[config.mk]
export PLATFORM = sky130hd
export DESIGN_NAME = fetch_stage
export DESIGN_NICKNAME = d
export VERILOG_FILES = /design/src/rtl/fetch_stage.sv
export SDC_FILE = /design/constraint.sdc
export NUM_CORES = 1
export LEC_CHECK = 0
export BUFFER_PORTS_ARGS = -buffer_cell sky130_fd_sc_hd__clkbuf_2
export CORE_ASPECT_RATIO = 0.8
export CORE_UTILIZATION = 30
export DETAILED_ROUTE_END_ITERATION = 8
export GPL_ROUTABILITY_DRIVEN = 0
export GPL_TIMING_DRIVEN = 0
export HOLD_SLACK_MARGIN = 0.1
export MAX_ROUTING_LAYER = met4
export PLACE_DENSITY = 0.55
export SETUP_SLACK_MARGIN = 0.3
export SYNTH_ARGS = -nofsm -noshare
export SYNTH_HDL_FRONTEND = slang
export SYNTH_SLANG_ARGS = --single-unit
[constraint.sdc]
create_clock -name i_clk -period 3.98 [get_ports i_clk]
set_input_delay 0.199 -clock i_clk [delete_from_list [all_inputs] [get_ports i_clk]]
set_output_delay 0.199 -clock i_clk [all_outputs]
set_load 0.02 [all_outputs]
[src/rtl/fetch_stage.sv]
// Instruction fetch stage with IF/ID pipeline register and a 1-entry skid buffer.
// Issues reads to a 1-cycle-latency synchronous instruction memory; supports redirect and halt.
module fetch_stage #(
  parameter logic [31:0] RESET_ADDR = 32'h0000_0000,
  parameter logic [31:0] NOP_INST   = 32'h0000_0013
) (
  input  logic        i_clk,
  input  logic        i_rst,
  input  logic        i_stall,
  input  logic        i_redirect,
  input  logic [31:0] i_redirect_pc,
  input  logic        i_halt,
  output logic        o_imem_ren,
  output logic [31:0] o_imem_raddr,
  input  logic [31:0] i_imem_rdata,
  output logic        o_if_valid,
  output logic [31:0] o_if_inst,
  output logic [31:0] o_if_pc,
  output logic [31:0] o_if_pc_plus4,
  output logic        o_halted
);

  typedef enum logic {RUN, HALTED} state_t;

  state_t      state_q, state_d;
  logic [31:0] pc_q;
  logic        inflight_q;
  logic [31:0] inflight_pc_q;
  logic        skid_v;
  logic [31:0] skid_inst, skid_pc;
  logic        if_valid_q;
  logic [31:0] if_inst_q, if_pc_q, if_pc_plus4_q;

  logic [31:0] redirect_target;
  logic        running, take_redirect, take_halt, issue_blocked, issue;
  logic        unused_redirect_bits;

  assign redirect_target      = {i_redirect_pc[31:2], 2'b00};
  assign unused_redirect_bits = &{1'b0, i_redirect_pc[1:0]};
  assign running              = (state_q == RUN);
  assign take_redirect        = running & i_redirect;
  assign take_halt            = running & i_halt & ~i_stall & ~i_redirect;
  // A held IF/ID with data already in flight or parked has nowhere to put another response.
  assign issue_blocked        = i_stall & (inflight_q | skid_v);

  always_comb begin
    state_d      = state_q;
    issue        = 1'b0;
    o_imem_raddr = pc_q;
    if (!i_rst && running) begin
      if (take_redirect) begin
        issue        = 1'b1;
        o_imem_raddr = redirect_target;
      end else if (take_halt) begin
        state_d = HALTED;
      end else begin
        issue = ~issue_blocked;
      end
    end
  end

  assign o_imem_ren = issue;

  always_ff @(posedge i_clk) begin
    if (i_rst) state_q <= RUN;
    else       state_q <= state_d;
  end

  always_ff @(posedge i_clk) begin
    if (i_rst) begin
      pc_q          <= RESET_ADDR;
      inflight_q    <= 1'b0;
      inflight_pc_q <= 32'h0;
      skid_v        <= 1'b0;
      skid_inst     <= NOP_INST;
      skid_pc       <= 32'h0;
      if_valid_q    <= 1'b0;
      if_inst_q     <= NOP_INST;
      if_pc_q       <= 32'h0;
      if_pc_plus4_q <= 32'h4;
    end else if (!running) begin
      inflight_q <= 1'b0;
      skid_v     <= 1'b0;
      if_valid_q <= 1'b0;
      if_inst_q  <= NOP_INST;
    end else if (take_redirect) begin
      pc_q          <= redirect_target + 32'd4;
      inflight_q    <= 1'b1;
      inflight_pc_q <= redirect_target;
      skid_v        <= 1'b0;
      if_valid_q    <= 1'b0;
      if_inst_q     <= NOP_INST;
    end else if (take_halt) begin
      inflight_q <= 1'b0;
      skid_v     <= 1'b0;
      if_valid_q <= 1'b0;
      if_inst_q  <= NOP_INST;
    end else begin
      if (issue) begin
        pc_q          <= pc_q + 32'd4;
        inflight_q    <= 1'b1;
        inflight_pc_q <= pc_q;
      end else begin
        inflight_q <= 1'b0;
      end
      if (i_stall) begin
        if (inflight_q) begin
          skid_v    <= 1'b1;
          skid_inst <= i_imem_rdata;
          skid_pc   <= inflight_pc_q;
        end
      end else if (skid_v) begin
        skid_v        <= 1'b0;
        if_valid_q    <= 1'b1;
        if_inst_q     <= skid_inst;
        if_pc_q       <= skid_pc;
        if_pc_plus4_q <= skid_pc + 32'd4;
      end else if (inflight_q) begin
        if_valid_q    <= 1'b1;
        if_inst_q     <= i_imem_rdata;
        if_pc_q       <= inflight_pc_q;
        if_pc_plus4_q <= inflight_pc_q + 32'd4;
      end else begin
        if_valid_q <= 1'b0;
        if_inst_q  <= NOP_INST;
      end
    end
  end

  assign o_if_valid    = if_valid_q;
  assign o_if_inst     = if_inst_q;
  assign o_if_pc       = if_pc_q;
  assign o_if_pc_plus4 = if_pc_plus4_q;
  assign o_halted      = (state_q == HALTED);

endmodule

==> metrics.txt, run 1 <==
layout cells sized above 1 0.178; r2r setup slk 0.49 ns; WS Path Type in2reg; Max-slew headroom 0.396; vias in the first global route 9,988; HP Class in2reg; Cell Count, Final, Fillers Out 2,185; Crit Path Max Fanout 10; DP Area 12,500 um^2; final instance area 14,000 um^2; first-pass GRT wire length 58.4 mm; post-route ant nets 0; Tot GR Track Use 0.205; routed vias/inst 5.02; RR Startpoint o_halted$_SDFFE_PP0P_; Comb pwr share 0.148; Seq/Total Area, Yosys 0.400; CTS sink cnt 218; via count 11,000; Internal 3.86 mW; status completed; Max Transition Viols Final 0; Starting Density 0.305; sw power 1.60 mW; crit end category flop; Yosys cell types 69; Critical Path AT 3.95 ns; total CTS buffers 25; core footprint 35,800 um^2; Die Area 37,200 um^2; sw frac 0.293; DIE WIDTH 215 um; clk_lat worst skew 0.53 ns; final hold vios 0; crit-path cells dlygate4sd3_1, clkbuf_2, nor2b_1, buf_4, buf_4, clkbuf_4, mux2i_1, inv_1, ha_1, nand3_1, nor3_4, o2111ai_2, nor4_2, nand2_1, xor2_1, a211oi_1; initial antenna violation count 0; required time of the critical path 4.42 ns; Initial DRC Count 902; clock buffer depth 3; Pwr Total 5.46 mW; post-layout minimum cycle time 3.51 ns; yosys warns 0; cell mode on critical path buf_4; Max VDD drop 0.000316 V; PD cells 391 nW/um^2; htree depth 1; sequential share of power 0.434; CTS tree yes; CP max stage delay 0.55 ns; n_diodes 0; top cells by count, synth 342 x nand2_1, 218 x dfxtp_1, 176 x nor2_1, 160 x a21oi_1, 78 x clkbuf_1; HPWL after DPL 29.3 mm; Layout area overhead 27.9%; Post-Syn Area 10,900 um^2; placed cell count 2,080; Synth async-reset ratio 0; ys flop type dfxtp_1; Die Y 173 um; top-count cell post-synth nand2_1; FF-to-FF End pc_q[30]$_SDFFE_PP0P_; # Max-Cap Violations 0; DRC Markers 0; Achievable Freq 0.285 GHz; largest net degree at the start of global routing 14; #FFs+latches synth 218; Clock Tree Root clkbuf_16; crit path launch i_redirect; Yosys top cell area share 0.400; Final WS setup 0.468 ns; cell taking the most area after synthesis dfxtp_1; CP Launch Type input pin; number of synthesized flops with an enable pin 0; final period utilization 0.882; DR WL/cell 17.7 um; Worst Skew 0.0188 ns; Ports 200; dpl ws -0.765 ns; endpoints failing setup 0; Worst R2R Path Depth 15; RSZ-0062 raised after global routing no; measured slew at the worst slew-check pin 0.906 ns; largest cells by area after synthesis dfxtp_1 40%, nand2_1 12%, a21oi_1 7.3%; Routed WL 38.6 mm; IO Port Bufs 190; Clk network pwr share 0.418; DRT Pass-1 Iters 6; CP endpoint pc_q[30]$_SDFFE_PP0P_; clk slew on worst S/H paths 0.06 ns; Post-Synthesis Cells 1,405; leakage power 5.33 nW; Remaining Overflow, GRT 0; CP max-delay cell dlygate4sd3_1; Avg Cell Area, Syn 7.77 um^2; Layout fillers 3,815; Rows 62; nets 1,759; hold_ws 0.148 ns
## metal layers
metal	track usage	vias up	share of wire
met2	0.288	408	0.41
met4	0.0452	0	0.021
met3	0.0417	70	0.074
met1	0.299	5134	0.50
li1	-	5365	-
met5	-	-	0
## registers in the layout, indices dropped and copies added (netlist names)
name and flops:
o_if_pc 30, pc_q 30, inflight_q 1, o_if_valid 1, skid_v 1, inflight_pc_q 30, o_if_pc_plus4 30, o_halted 1
skid_inst 32, o_if_inst 32, skid_pc 30
## layout make-up
type	instances	area [um^2]	area share
Buffer	109	536	0.0383
Clock buffer	32	702	0.0503
Clock inverter	12	95.1	0.00681
Inverter	8	30.0	0.00215
Multi-Input combinational cell	1075	6090	0.436
Sequential cell	218	4370	0.313
Tap cell	480	601	0.0430
Timing Repair Buffer	251	1550	0.111
## cell families (layout without fill, tap and decap cells)
family	Yosys count	in the layout	synth area share
compound gates	294	294	0.171
xor+xnor	73	73	0.0585
fa+ha+maj	2	2	0.00229
buf+inv	117	412	0.0486
flops	218	218	0.400
mux	56	56	0.0556
other cells	1	6	0.000343
simple gates	644	644	0.264
## power groups by stage
stage	Sequential, mW	Clock (mW)	Combinational (mW)
floorplan	2.39	0	0.469
global placement	2.41	0	0.745
detailed placement	2.41	0	0.752
CTS	2.37	2.31	0.800
global route	2.38	2.42	0.874
finish	2.37	2.28	0.807
## cells in the final DEF (no fill, tap or decap), types with 4 or more instances in the layout
cell	netlist	layout
a211oi_1	52	52
a21oi_1	160	160
a22oi_1	15	15
a311oi_1	22	22
a32o_1	4	4
and3_1	25	25
buf_1	9	8
buf_2	9	4
buf_4	7	13
buf_6	5	7
clkbuf_1	78	78
clkbuf_16	0	25
clkbuf_2	0	191
clkbuf_8	0	6
clkinv_2	0	7
clkinvlp_4	0	4
conb_1	1	6
dfxtp_1	218	217
dlygate4sd3_1	0	56
inv_1	8	8
mux2_2	7	7
mux2i_1	46	46
nand2_1	342	342
nand2b_1	4	4
nand3_1	19	19
nand3b_1	13	13
nand4_1	9	9
nor2_1	176	174
nor2b_1	6	6
nor3_1	10	8
nor3_2	3	4
nor4_2	5	6
o21ai_0	9	9
o22ai_1	8	8
xnor2_1	42	42
xor2_1	31	31
## timing repair
action | in CTS | in global routing
endpoints found under the setup margin | 22 | 18
resized for setup | 10 | 14
buffers inserted | 2 | 3
pin swaps | 1 | 0
hold buffers | 56 | 0
endpoints found under the hold margin | 91 | 0
## critical path: cells and delay by family
| kind | cells | cell delay [ns] |
|---|---|---|
| buf+inv | 6 | 1.58 |
| simple gates | 5 | 1.11 |
| compound gates | 2 | 0.43 |
| fa+ha+maj | 1 | 0.27 |
| xor+xnor | 1 | 0.18 |
| mux | 1 | 0.16 |
## worst min path at each step
stage | from | to | cells after the start | slack (ns)
after floorplan | i_imem_rdata[0] | skid_inst[0]$_SDFFE_PP1P_ | 2 | 0.32
after CTS | i_halt | o_halted$_SDFFE_PP0P_ | 4 | 0.13
after global routing | i_halt | o_halted$_SDFFE_PP0P_ | 4 | 0.18
after detailed placement | i_imem_rdata[1] | skid_inst[1]$_SDFFE_PP1P_ | 3 | 0.43
final | i_halt | o_halted$_SDFFE_PP0P_ | 4 | 0.15
after global placement | i_imem_rdata[4] | skid_inst[4]$_SDFFE_PP1P_ | 3 | 0.43
## stage by stage
step	setup TNS, ns	util
finish	0	0.390
global route	0	0.390
CTS	0	0.388
detailed placement	-4.17	0.349
global placement	-4.16	0.349
floorplan	0	-
No activity file was read; power rests on OpenSTA's default activity.
==> run 2, diff against run 1 <==
CORE_UTILIZATION = 35   (was 30)
HOLD_SLACK_MARGIN = 0.15   (was 0.1)
PLACE_DENSITY = 0.61   (was 0.55)
==> metrics.txt, run 2 (synthesized netlist as in run 1, its figures left out) <==
Max Transition Viols Final 0; clk slew on worst S/H paths 0.06 ns; largest net degree at the start of global routing 14; RSZ-0062 raised after global routing yes; CP max stage delay 0.39 ns; Remaining Overflow, GRT 0; hold_ws 0.245 ns; DRT Pass-1 Iters 5; Internal 3.99 mW; # Max-Cap Violations 0; final period utilization 0.885; dpl ws -0.765 ns; HPWL after DPL 27.9 mm; Rows 57; Ports 200; Pwr Total 5.56 mW; sequential share of power 0.426; crit end category flop; clock buffer depth 3; DR WL/cell 17.5 um; met2 Use GR 0.337; layout cells sized above 1 0.176; Critical Path AT 3.99 ns; Comb pwr share 0.144; Die Area 31,900 um^2; most frequent cells in the layout 342 x nand2_1, 217 x dfxtp_1, 191 x clkbuf_2, 174 x nor2_1, 160 x a21oi_1; Die Y 160 um; core footprint 30,500 um^2; Max VDD drop 0.000320 V; CTS sink cnt 218; n_diodes 0; Clock Tree Root clkbuf_16; sw frac 0.283; clk_lat worst skew 0.54 ns; Most Used Layer, Global Route met1; post-route ant nets 0; status completed; Clk network pwr share 0.430; routed vias/inst 5.13; initial antenna violation count 0; sw power 1.57 mW; first-pass GRT wire length 57.8 mm; WS Path Type reg2reg; crit-path cells buf_6, buf_6, buf_2, buf_4, buf_4, clkbuf_8, a21oi_1, inv_1, ha_1, inv_1, a221oi_4, nand4_1, buf_4, nor4_2, xnor2_1, nand2_1, a21oi_1; Max-slew headroom 0.398; total CTS buffers 25; PD cells 399 nW/um^2; endpoints failing setup 0; required time of the critical path 4.45 ns; post-layout minimum cycle time 3.52 ns; commonest non-fill, non-tap cell in the layout nand2_1; Tot GR Track Use 0.237; Final Util 0.457; Initial DRC Count 939; final hold vios 0; Worst Skew 0.0152 ns; Starting Density 0.358; met1 Usage GRT 0.342; Crit Path Max Fanout 10; IO Port Bufs 190; vias in the first global route 10,200; CTS tree yes; htree depth 1; routing usage on met3 0.0410; CP max-delay cell dfxtp_2; cell mode on critical path buf_4; HP Class in2reg; Achievable Freq 0.284 GHz; final instance area 13,900 um^2; DIE WIDTH 200 um; DP Area 12,400 um^2; Layout area overhead 27.6%; nets 1,760; measured slew at the worst slew-check pin 0.903 ns; Routed WL 37.1 mm; Final WS setup 0.459 ns; CP Launch Type flop; DRC Markers 0; leakage power 5.37 nW; via count 10,900
run 2: worst paths after layout:
check / from / endpoint / slack (ns) / cells after the start
setup / recovery: skid_v$_SDFFE_PP0P_ / o_if_pc_plus4[30]$_SDFFE_PP0P_ / 0.46 / 17
setup reg to reg: skid_v$_SDFFE_PP0P_ / o_if_pc_plus4[30]$_SDFFE_PP0P_ / 0.46 / 17
hold / removal: i_redirect_pc[26] / inflight_pc_q[26]$_SDFFE_PP0P_ / 0.25 / 3
hold reg to reg: o_if_pc_plus4[29]$_SDFFE_PP0P_ / o_if_pc_plus4[29]$_SDFFE_PP0P_ / 0.45 / 2
run 2: critical path, delay by kind of cell, from the launching register on:
family | cells | cell delay, ns
buf+inv | 9 | 1.65
xor+xnor | 1 | 0.17
fa+ha+maj | 1 | 0.18
flops | 1 | 0.39
simple gates | 3 | 0.56
compound gates | 3 | 0.50
run 2: metal layers:
metal	vias to the layer above	routed length, um	share of wire
li1	5360	-	-
met1	5044	17900	0.48
met2	419	15400	0.42
met3	60	2840	0.077
met4	0	917	0.025
met5	-	0	0
run 2: timing repair:
item | CTS | global route
setup buffers | 2 | 2
pin swaps | 1 | 0
cloned | 0 | 0
endpoints found under the hold margin | 99 | 0
hold buffers | 58 | 0
endpoints found under the setup margin | 22 | 25
resized for setup | 10 | 12
run 2: final cells by class:
cell class	count	area [um^2]
Buffer	109	526
Clock buffer	34	699
Clock inverter	12	148
Fill cell	3152	16600
Inverter	8	30.0
Multi-Input combinational cell	1075	6090
Sequential cell	218	4370
Tap cell	413	517
Timing Repair Buffer	252	1560
run 2: power by group through the flow:
| stage | logic, mW | clock network [mW] | registers [mW] |
|---|---|---|---|
| after floorplan | 0.469 | 0 | 2.39 |
| after global routing | 0.876 | 2.51 | 2.38 |
| after global placement | 0.736 | 0 | 2.41 |
| final | 0.802 | 2.39 | 2.37 |
| after CTS | 0.793 | 2.43 | 2.36 |
| after detailed placement | 0.743 | 0 | 2.41 |
run 2: per-stage QoR:
stage / setup TNS, ns / cells
after floorplan: 0 / 1410
after global placement: -3.81 / 2013
after detailed placement: -4.15 / 2013
after CTS: 0 / 2119
after global routing: 0 / 2121
final: 0 / 2121
